## config.mk

```make
export PLATFORM = sky130hd
export DESIGN_NAME = crc16_serial_accum
export DESIGN_NICKNAME = d
export VERILOG_FILES = /design/src/rtl/crc16_serial_accum.sv
export SDC_FILE = /design/constraint.sdc
export NUM_CORES = 1
export LEC_CHECK = 0
export ABC_CLOCK_PERIOD_IN_PS = 3550
export CELL_PAD_IN_SITES_DETAIL_PLACEMENT = 0
export CELL_PAD_IN_SITES_GLOBAL_PLACEMENT = 2
export CORE_ASPECT_RATIO = 0.75
export CORE_MARGIN = 10
export CORE_UTILIZATION = 37
export DETAILED_ROUTE_END_ITERATION = 16
export HOLD_SLACK_MARGIN = 0.06
export PLACE_DENSITY = 0.92
export SKIP_CTS_REPAIR_TIMING = 1
export SLEW_MARGIN = 10
export SYNTH_ARGS = -nofsm -noshare
export SYNTH_HDL_FRONTEND = slang
export SYNTH_SLANG_ARGS = --single-unit
```

## constraint.sdc

```tcl
create_clock -name clk -period 3.55 [get_ports clk]
set_clock_uncertainty 0.15 [all_clocks]
set_input_delay 1.065 -clock clk [delete_from_list [all_inputs] [get_ports clk]]
set_output_delay 1.065 -clock clk [all_outputs]
set_load 0.02 [all_outputs]
```

## src/rtl/crc16_serial_accum.sv

```systemverilog
// Serial CRC-16 accumulator: folds one data bit per bit_en cycle into the CRC over a
// frame of frame_len bytes, then holds the result and shifts it out MSB first on crc_en.
module crc16_serial_accum #(
  parameter logic [15:0] POLY  = 16'h1021,
  parameter logic [15:0] INIT  = 16'h0000,
  parameter int          LEN_W = 10
) (
  input  logic             clk,
  input  logic             rst,
  input  logic             start,
  input  logic [LEN_W-1:0] frame_len,
  input  logic             bit_en,
  input  logic             bit_in,
  input  logic             crc_en,
  output logic             busy,
  output logic             crc_valid,
  output logic [15:0]      crc,
  output logic             crc_out,
  output logic             done
);

  localparam int CNT_W = LEN_W + 3;
  localparam logic [CNT_W-1:0] CNT_ZERO = {CNT_W{1'b0}};
  localparam logic [CNT_W-1:0] CNT_ONE  = {{(CNT_W-1){1'b0}}, 1'b1};

  localparam logic [1:0] ST_IDLE  = 2'd0;
  localparam logic [1:0] ST_ACCUM = 2'd1;
  localparam logic [1:0] ST_HOLD  = 2'd2;
  localparam logic [1:0] ST_EMIT  = 2'd3;

  // One MSB-first step of the CRC division for a single message bit.
  function automatic logic [15:0] crc_step(input logic [15:0] c, input logic b);
    logic fb;
    fb = b ^ c[15];
    crc_step = {c[14:0], 1'b0} ^ (fb ? POLY : 16'h0000);
  endfunction

  logic [1:0]       state_r,     state_nxt_s;
  logic [15:0]      crc_r,       crc_nxt_s;
  logic [CNT_W-1:0] bit_cnt_r,   bit_cnt_nxt_s;
  logic [LEN_W-1:0] len_r,       len_nxt_s;
  logic [15:0]      emit_sr_r,   emit_sr_nxt_s;
  logic [4:0]       emit_cnt_r,  emit_cnt_nxt_s;
  logic             done_r,      done_nxt_s;
  logic             busy_r,      busy_nxt_s;
  logic             crc_valid_r, crc_valid_nxt_s;
  logic [15:0]      crc_step_s;
  logic [CNT_W-1:0] bit_cnt_inc_s;

  assign crc_step_s    = crc_step(crc_r, bit_in);
  assign bit_cnt_inc_s = bit_cnt_r + CNT_ONE;

  // Next-state and datapath update; start overrides every state.
  always_comb begin
    state_nxt_s    = state_r;
    crc_nxt_s      = crc_r;
    bit_cnt_nxt_s  = bit_cnt_r;
    len_nxt_s      = len_r;
    emit_sr_nxt_s  = emit_sr_r;
    emit_cnt_nxt_s = emit_cnt_r;
    done_nxt_s     = 1'b0;
    if (start) begin
      crc_nxt_s      = INIT;
      bit_cnt_nxt_s  = CNT_ZERO;
      len_nxt_s      = frame_len;
      emit_cnt_nxt_s = 5'd0;
      if (frame_len == {LEN_W{1'b0}}) begin
        state_nxt_s   = ST_HOLD;
        emit_sr_nxt_s = INIT;
      end else begin
        state_nxt_s   = ST_ACCUM;
      end
    end else begin
      case (state_r)
        ST_IDLE: begin
          state_nxt_s = ST_IDLE;
        end
        ST_ACCUM: begin
          if (bit_en) begin
            crc_nxt_s     = crc_step_s;
            bit_cnt_nxt_s = bit_cnt_inc_s;
            if (bit_cnt_inc_s == {len_r, 3'b000}) begin
              state_nxt_s   = ST_HOLD;
              emit_sr_nxt_s = crc_step_s;
            end else begin
              state_nxt_s   = ST_ACCUM;
            end
          end else begin
            state_nxt_s = ST_ACCUM;
          end
        end
        ST_HOLD: begin
          if (crc_en) begin
            emit_sr_nxt_s  = {emit_sr_r[14:0], 1'b0};
            emit_cnt_nxt_s = 5'd1;
            state_nxt_s    = ST_EMIT;
          end else begin
            state_nxt_s    = ST_HOLD;
          end
        end
        ST_EMIT: begin
          if (crc_en) begin
            emit_sr_nxt_s  = {emit_sr_r[14:0], 1'b0};
            emit_cnt_nxt_s = emit_cnt_r + 5'd1;
            if (emit_cnt_r == 5'd15) begin
              state_nxt_s = ST_IDLE;
              done_nxt_s  = 1'b1;
            end else begin
              state_nxt_s = ST_EMIT;
            end
          end else begin
            state_nxt_s = ST_EMIT;
          end
        end
        default: begin
          state_nxt_s = ST_IDLE;
        end
      endcase
    end
    busy_nxt_s      = (state_nxt_s != ST_IDLE);
    crc_valid_nxt_s = (state_nxt_s == ST_HOLD) || (state_nxt_s == ST_EMIT);
  end

  // State and output registers.
  always_ff @(posedge clk or negedge rst) begin
    if (!rst) begin
      state_r     <= ST_IDLE;
      crc_r       <= INIT;
      bit_cnt_r   <= CNT_ZERO;
      len_r       <= {LEN_W{1'b0}};
      emit_sr_r   <= 16'h0000;
      emit_cnt_r  <= 5'd0;
      done_r      <= 1'b0;
      busy_r      <= 1'b0;
      crc_valid_r <= 1'b0;
    end else begin
      state_r     <= state_nxt_s;
      crc_r       <= crc_nxt_s;
      bit_cnt_r   <= bit_cnt_nxt_s;
      len_r       <= len_nxt_s;
      emit_sr_r   <= emit_sr_nxt_s;
      emit_cnt_r  <= emit_cnt_nxt_s;
      done_r      <= done_nxt_s;
      busy_r      <= busy_nxt_s;
      crc_valid_r <= crc_valid_nxt_s;
    end
  end

  assign busy      = busy_r;
  assign crc_valid = crc_valid_r;
  assign crc       = crc_r;
  assign done      = done_r;
  // Serial bit comes straight off the shift register so it tracks each crc_en shift.
  assign crc_out   = crc_valid_r & emit_sr_r[15];

endmodule
```

==> summary by stage, run 1 <==
Die
The floorplan has 30 rows. The placeable core area is about 9200 um^2. The die outline height is 105 um. The top-level I/O count is 36. Once the floorplan was initialized, standard cells occupied 38.6% of the core. The floorplan step defined a die boundary enclosing 14,000 um^2.

The floorplan step set the die width to 133 um.

Drt
After detailed routing, the average wire length per cell comes to between 15 and 20 um. The post-detailed-route count of antenna-violating nets is 0. The first detailed-routing pass ran for 4 iterations. Summing over every cut layer, the via total after detailed routing is 2,735. After detailed routing, the number of remaining DRC violations is 0.

The routed design has 8540 um of wire. Dividing the detail-routed via count by the number of cells gives between 5 and 6. The number of DRC markers in iteration 0 is 270.

Worst hold path
The path class of the tightest hold or removal check is flip-flop to flip-flop.

Clock network
The tree is rooted in a sky130_fd_sc_hd__clkbuf_16. The clock reaches the later pin of the worst-skew pair after 0.33 ns. Counting along the longest clock path gives a buffer depth of 2. TritonCTS built the clock tree.

CTS built an H-tree with a depth of 3. The total clock sinks is 65. In this run, CTS created clock tree buffers numbering 9.

The post-CTS clock slew at the launch and capture registers of the worst setup and hold paths is ~0.060 ns.

Worst setup path
The endpoint class of the critical path is a flip-flop. The startpoint kind of the worst setup timing path is a flip-flop. The highest net fanout along the worst path is 16.

By startpoint and endpoint, the worst setup path is classified as flip-flop to flip-flop. The signal on the critical path passes through ha_1 -> nand4_2 -> or2_1 -> a221o_1 -> o22ai_1 -> a211oi_4 -> o31ai_4 -> a22o_1. The slowest stage of the critical path is the sky130_fd_sc_hd__o31ai_4 cell. The critical path data required time is 3.67 ns. The worst path arrival time is 3.40 ns. In this design, the stage delay of the slowest critical-path cell is between 0.7 and 0.8 ns.

Among cell families on the critical path, the largest total delay comes from compound AO/OA/AOI/OAI gates. The number of buffers and inverters on the critical path is 0.

Final layout
Leaving out fill and tap cells, the most frequent cell in the layout is sky130_fd_sc_hd__dfrtp_1. The top cell types in the final layout, fill and taps aside, are 65 x sky130_fd_sc_hd__dfrtp_1, 45 x sky130_fd_sc_hd__nand2_1, 33 x sky130_fd_sc_hd__clkdlybuf4s50_1. The sequential cell area in the final layout is 1630 um^2. Cells with a size suffix above 1 make up 16.5% of the layout. The area growth from synthesis to layout is 21.3%. Summing all multi-input logic gate instances after layout gives 1810 um^2. The number of non-filler instances in the completed layout is 516. The number of nets in the layout is 403. 0 antenna diodes ended up in the layout. Counting the fill cells in the layout gives 878.

Placement
The count of buffers added on input and output ports is 35. The weighted congestion at the end of routability-driven global placement is 0.816. Before CTS, the worst setup slack after placement is slightly above 0.09 ns. The post-DP HPWL is between 5000 and 6000 um. The placed cell count is 500.

STA
The summed negative setup slack over all endpoints is 0 ns. The worst pin sits at a relative slew slack of 41.4%. For the finished layout, the period the worst path requires is 3.28 ns. The final cycle utilization of the critical path is 92.5%. Setup repair after global routing left no endpoint under its margin.

At the pin with the least slew margin, the transition time is approximately 0.9 ns. The total count of max-transition violations in the final report is 0. The final setup violation count is 0.

The final hold violation count was 0. The highest clock frequency the design can meet is about 300 MHz. The worst setup slack after layout is 0.267 ns.

Global route
The via count of the first global-routing pass is 2,703. The pin count of the biggest net entering global routing is 66. Global routing used between 10% and 20% of the available tracks across all layers. The total grt overflow is 0. The number of antenna violations at the first check in global routing is 0.

The first-pass GRT wire length is approximately 14,000 um.

Yosys
Synthesis produced a netlist with a net count of 370. The total of warnings raised by yosys is 0. The most frequently used flop master after synthesis is sky130_fd_sc_hd__dfrtp_1.

The distinct cell type count of the synthesized netlist is 55. The fraction of the yosys area taken by sequential cells is a little under half. Synthesis inferred 65 register bits. The count of flip-flops with a built-in enable after synthesis is 0. The area of the mapped netlist is between 3000 and 4000 um^2. The average size of a mapped cell is 10.2 um^2. The number of instances in the synthesized netlist is 350. The async set-or-reset flop fraction in the synthesized netlist is 100%.

Pwr
The largest voltage drop on the vdd net is 251 uV. The analysis attributes to cell leakage a power of 1.68 nW. For this design the ratio of total power to cell area is 432 nW/um^2.

Flow run
The max-capacitance violation count is 0.

Status
The run finished with clean final reports.
## worst paths after layout
kind / from / to / slack [ns] / cells after the start
min in group asynchronous: rst / bit_cnt_r[4] / 0.75 / 2
max: bit_cnt_r[1] / emit_sr_r[0] / 0.27 / 8
max reg2reg: bit_cnt_r[1] / emit_sr_r[0] / 0.27 / 8
min reg2reg: emit_sr_r[8] / emit_sr_r[8] / 0.35 / 1
max in group asynchronous: rst / bit_cnt_r[0] / 1.93 / 2
min: emit_sr_r[8] / emit_sr_r[8] / 0.35 / 1
## Yosys cell counts, drive strengths merged, types with 2 or more instances
cell type	instances	share of area [%]
a211oi	2	0.91
nand4	5	1.2
dfrtp	65	46
a21oi	31	4.6
ha	4	1.4
o211ai	6	1.3
o21ai	12	1.7
xnor2	11	2.7
nand2b	2	0.35
o311a	2	0.56
xor2	9	2.2
nand3b	3	0.63
buf	10	1.8
and2	4	0.70
or2	2	0.35
or3	3	0.53
nor2	29	3.1
o31ai	3	1.4
nand3	10	1.5
o2bb2ai	15	5.4
nor2b	6	1.1
mux2	10	3.2
nor3	7	0.98
nand2	45	4.7
clkbuf	13	1.4
or4	6	1.4
mux2i	14	3.9
inv	5	0.53
## flip-flops by register name, indices dropped and copies added, names as in the netlist
name / count
emit_sr_r: 16
state_r: 2
crc: 16
done: 1
len_r: 10
bit_cnt_r: 13
busy: 1
emit_cnt_r: 5
crc_valid: 1
## stage by stage
| step | hold slack (ns) | power, mW | utilization, % | instance area [um^2] |
|---|---|---|---|---|
| after floorplan | 0.306 | 0.917 | - | 3560 |
| after global placement | 0.324 | 0.992 | 43.6 | 4030 |
| after detailed placement | 0.334 | 0.996 | 43.6 | 4030 |
| after CTS | 0.351 | 1.89 | 46.8 | 4330 |
| after global routing | 0.360 | 1.94 | 46.8 | 4330 |
| final | 0.348 | 1.87 | 46.8 | 4330 |
## logic make-up after synthesis
kind of cell    share of synthesized area [%]
compound gates                           19.1
xor+xnor                                 4.91
fa+ha+maj                                1.40
buf+inv                                  3.65
flops                                    45.6
mux                                      7.09
simple gates                             18.2
## area by class of cell
type,count,area share (%)
clock inverter,7,1.65
timing repair buffer,45,9.60
multi-input combinational,257,41.8
sequential,65,37.6
tap,128,3.70
inverter,5,0.434
clock buffer,9,5.21
## report_power, final
group	leakage [nW]	internal, mW	switching (mW)
sequential	0.871	0.765	0.0263
combinational	0.676	0.0785	0.112
clock	0.137	0.542	0.346
total	1.68	1.39	0.485
## worst register-to-register path, cell delays in order (launching register included)
cell and delay, ns:
sky130_fd_sc_hd__dfrtp_1 0.48, sky130_fd_sc_hd__ha_1 0.38, sky130_fd_sc_hd__nand4_2 0.17, sky130_fd_sc_hd__or2_1 0.28, sky130_fd_sc_hd__a221o_1 0.36, sky130_fd_sc_hd__o22ai_1 0.29
sky130_fd_sc_hd__a211oi_4 0.11, sky130_fd_sc_hd__o31ai_4 0.73, sky130_fd_sc_hd__a22o_1 0.27
## per-layer routing
layer	vias to the layer above	track usage (%)	wire [um]
li1	1322	-	-
met1	1342	17.8	4360
met2	61	17.9	3760
met3	10	3.35	324
met4	0	4.03	99
met5	-	0	0
No activity file was read; power rests on OpenSTA's default activity.
==> inputs of run 2 (changes only) <==
CTS_CLUSTER_SIZE = 12   (was not set)
==> results of run 2 <==
Final layout, timing and power as in run 1 (identical DEF).
==> inputs of run 3 (changes only) <==
ABC_CLOCK_PERIOD_IN_PS = 3450   (was 3550)
clock period = 3.45 ns   (was 3.55 ns; I/O delays follow)
==> run 3 against run 2 <==
Compared with the run above: die area did not move; register-to-register slack improved by 0.15 ns; flip-flop and latch count did not move; critical endpoint is now emit_sr_r[7]; largest power group unchanged.
==> summary by stage, run 3 (synthesis results as in run 1) <==
Status
The flow ran to the end, and the final reports show no timing, DRC or antenna violations.

STA
The final hold violation count is 0 (unchanged). The worst max-slew margin expressed relative to the limit came to 45.5% (+4.1 points). The final setup violation count is 0 (unchanged). The total count of max-transition violations in the final report came to 0 (unchanged).

The time the worst path needs with I/O delays and setup is 3.04 ns (-0.247 ns). The summed negative setup slack over all endpoints is 0 ns (unchanged). Setup repair after global routing left no endpoint under its margin. The transition time at the pin with the least slew margin came to 0.817 ns (-0.0617 ns).

The highest clock frequency the design can meet is 329 MHz (+8.1%). The final cycle utilization of the critical path is 88.0% (-4.5 points).

Global route
The pin count of the biggest net entering global routing was 66 (unchanged). The total grt overflow is 0 (unchanged). The overall routing resource usage is 12.0% (-0.54 points). The number of antenna violations at the first check in global routing is 0 (unchanged). The first-pass GRT wire length is 13,900 um (-3.1%). The via count of the first global-routing pass is 2,605 (-3.6%).

Worst hold path
The worst hold path belongs to the class flip-flop to flip-flop. The launch instance of the worst min-delay path is emit_sr_r[2]. The count of cells along the worst hold path is 1 (unchanged). The hold path endpoint is emit_sr_r[2].

Placement
The post-DP HPWL came to 5760 um (-2.0%). The count of buffers inserted at the top-level ports was 35 (unchanged). The weighted congestion at the end of routability-driven global placement is 0.791 (-3.2%). The placed cell area is 4040 um^2 (+0.31%).

Final layout
In the layout the commonest cells are 65 x sky130_fd_sc_hd__dfrtp_1, 45 x sky130_fd_sc_hd__nand2_1, 33 x sky130_fd_sc_hd__clkdlybuf4s50_1. The number of nets in the layout is 403 (unchanged). The antenna cell count is 0 (unchanged). The fraction of final layout cells with drive strength greater than 1 came to 15.8% (-0.73 points).

Relative to the synthesized area, the layout overhead comes to 21.2%. The post-route cell area came to 4320 um^2 (-0.14%). Leaving out fill and tap cells, the most frequent cell in the layout is sky130_fd_sc_hd__dfrtp_1.

Drt
The total length of routed wires is 8170 um (-4.4%). The average vias per placed instance is 5.14 (-3.1%). The total number of vias was 2,645 (-3.3%). The average wire per cell in the routed design was 15.9 um (-4.2%).

The number of remaining DRC errors is 0 (unchanged). The number of DRC markers in iteration 0 came to 188 (-30%). The post-detailed-route count of antenna-violating nets was 0 (unchanged). The first-pass detailed-route iteration total was 4 (unchanged).

Die
The initial standard-cell utilization of the core is 38.6% (unchanged). The die outline height is 105 um (unchanged). The width of the die came to 133 um (unchanged). The placeable core area is 9230 um^2 (unchanged).

The top-level I/O count is 36 (unchanged). The number of rows in the core area is 30 (unchanged). The die footprint is 14,000 um^2 (unchanged).

Clock network
The maximum number of buffers from clock root to sink came to 2 (unchanged). TritonCTS built the clock tree. The clock insertion delay at the later pin of the skew report is 0.33 ns (about the same). The number of buffers created by CTS is 9 (unchanged).

The post-CTS clock slew at the launch and capture registers of the worst setup and hold paths is 0.05 ns (about the same). The total clock sinks was 65 (unchanged). The total number of H-tree levels was 3 (unchanged). The cell sitting at the root of the clock tree is a sky130_fd_sc_hd__clkbuf_16.

Worst setup path
The highest net fanout along the worst path was 9 (-7). The worst path arrival time came to 3.08 ns (-0.32 ns). The startpoint kind of the worst setup timing path is a flip-flop.

The critical path data required time is 3.50 ns (-0.17 ns). The endpoint identified for the worst register-to-register timing path is emit_sr_r[7]. The register-to-register setup slack is 0.41 ns (+0.15 ns). The path depth of the worst reg2reg path is 9 (+1).

The kind of critical path is flip-flop to flip-flop. The start of the worst register-to-register path is bit_cnt_r[0]. The endpoint class of the critical path is a flip-flop.

Pwr
The largest voltage drop on the vdd net was 225 uV (-11%). The power density of the placed cells is 434 nW/um^2 (+0.33%). The static leakage is 1.69 nW (+0.43%).

Flow run
The max-capacitance violation count is 0 (unchanged).
-- run 3: routing by layer --
| layer | track usage (%) | vias up | share of wire, % |
|---|---|---|---|
| met3 | 3.92 | 9 | 4.4 |
| met1 | 17.6 | 1267 | 53 |
| li1 | - | 1317 | - |
| met5 | 0 | - | 0 |
| met4 | 3.41 | 0 | 1.2 |
| met2 | 16.0 | 52 | 41 |
-- run 3: stage by stage --
| step | std cells | setup WS (ns) | hold slack [ns] | total power [mW] | utilization [%] |
|---|---|---|---|---|---|
| detailed placement | 500 | 0.133 | 0.328 | 1.02 | 43.8 |
| CTS | 515 | 0.437 | 0.343 | 1.90 | 46.8 |
| global placement | 500 | 0.181 | 0.322 | 1.02 | 43.8 |
| finish | 515 | 0.414 | 0.344 | 1.87 | 46.8 |
| floorplan | 350 | 0.694 | 0.306 | 0.944 | - |
| global route | 515 | 0.232 | 0.366 | 1.96 | 46.8 |
-- run 3: critical path, cell delays in order (launching register included) --
cell and delay (ns):
sky130_fd_sc_hd__dfrtp_1 0.49, sky130_fd_sc_hd__ha_1 0.30, sky130_fd_sc_hd__nand4_2 0.14, sky130_fd_sc_hd__or4b_1 0.52, sky130_fd_sc_hd__a211oi_2 0.27, sky130_fd_sc_hd__o22ai_1 0.16, sky130_fd_sc_hd__a211oi_4 0.37, sky130_fd_sc_hd__o31ai_4 0.18
sky130_fd_sc_hd__buf_12 0.20, sky130_fd_sc_hd__o2bb2ai_2 0.11
-- run 3: cell type report --
class                      count  area, um^2
fill                         892        4910
multi-input combinational    257        1810
sequential                    65        1630
timing repair buffer          45         428
clock buffer                  11         233
tap                          128         160
clock inverter                 4        45.0
inverter                       5        18.8
-- run 3: report_power, final --
group / leakage (nW) / switching [mW] / internal, mW / total [mW]
logic: 0.682 / 0.107 / 0.0820 / 0.189
registers: 0.871 / 0.0320 / 0.788 / 0.820
clock network: 0.139 / 0.313 / 0.551 / 0.864
-- run 3: worst max-delay path by stage --
| stage | end | startpoint |
|---|---|---|
| after global placement | emit_sr_r[12] | frame_len[7] |
| after CTS | emit_sr_r[7] | bit_cnt_r[0] |
| after floorplan | emit_sr_r[14] | bit_cnt_r[0] |
| after detailed placement | emit_sr_r[13] | frame_len[7] |
| final | emit_sr_r[7] | bit_cnt_r[0] |
| after global routing | emit_sr_r[12] | bit_cnt_r[0] |
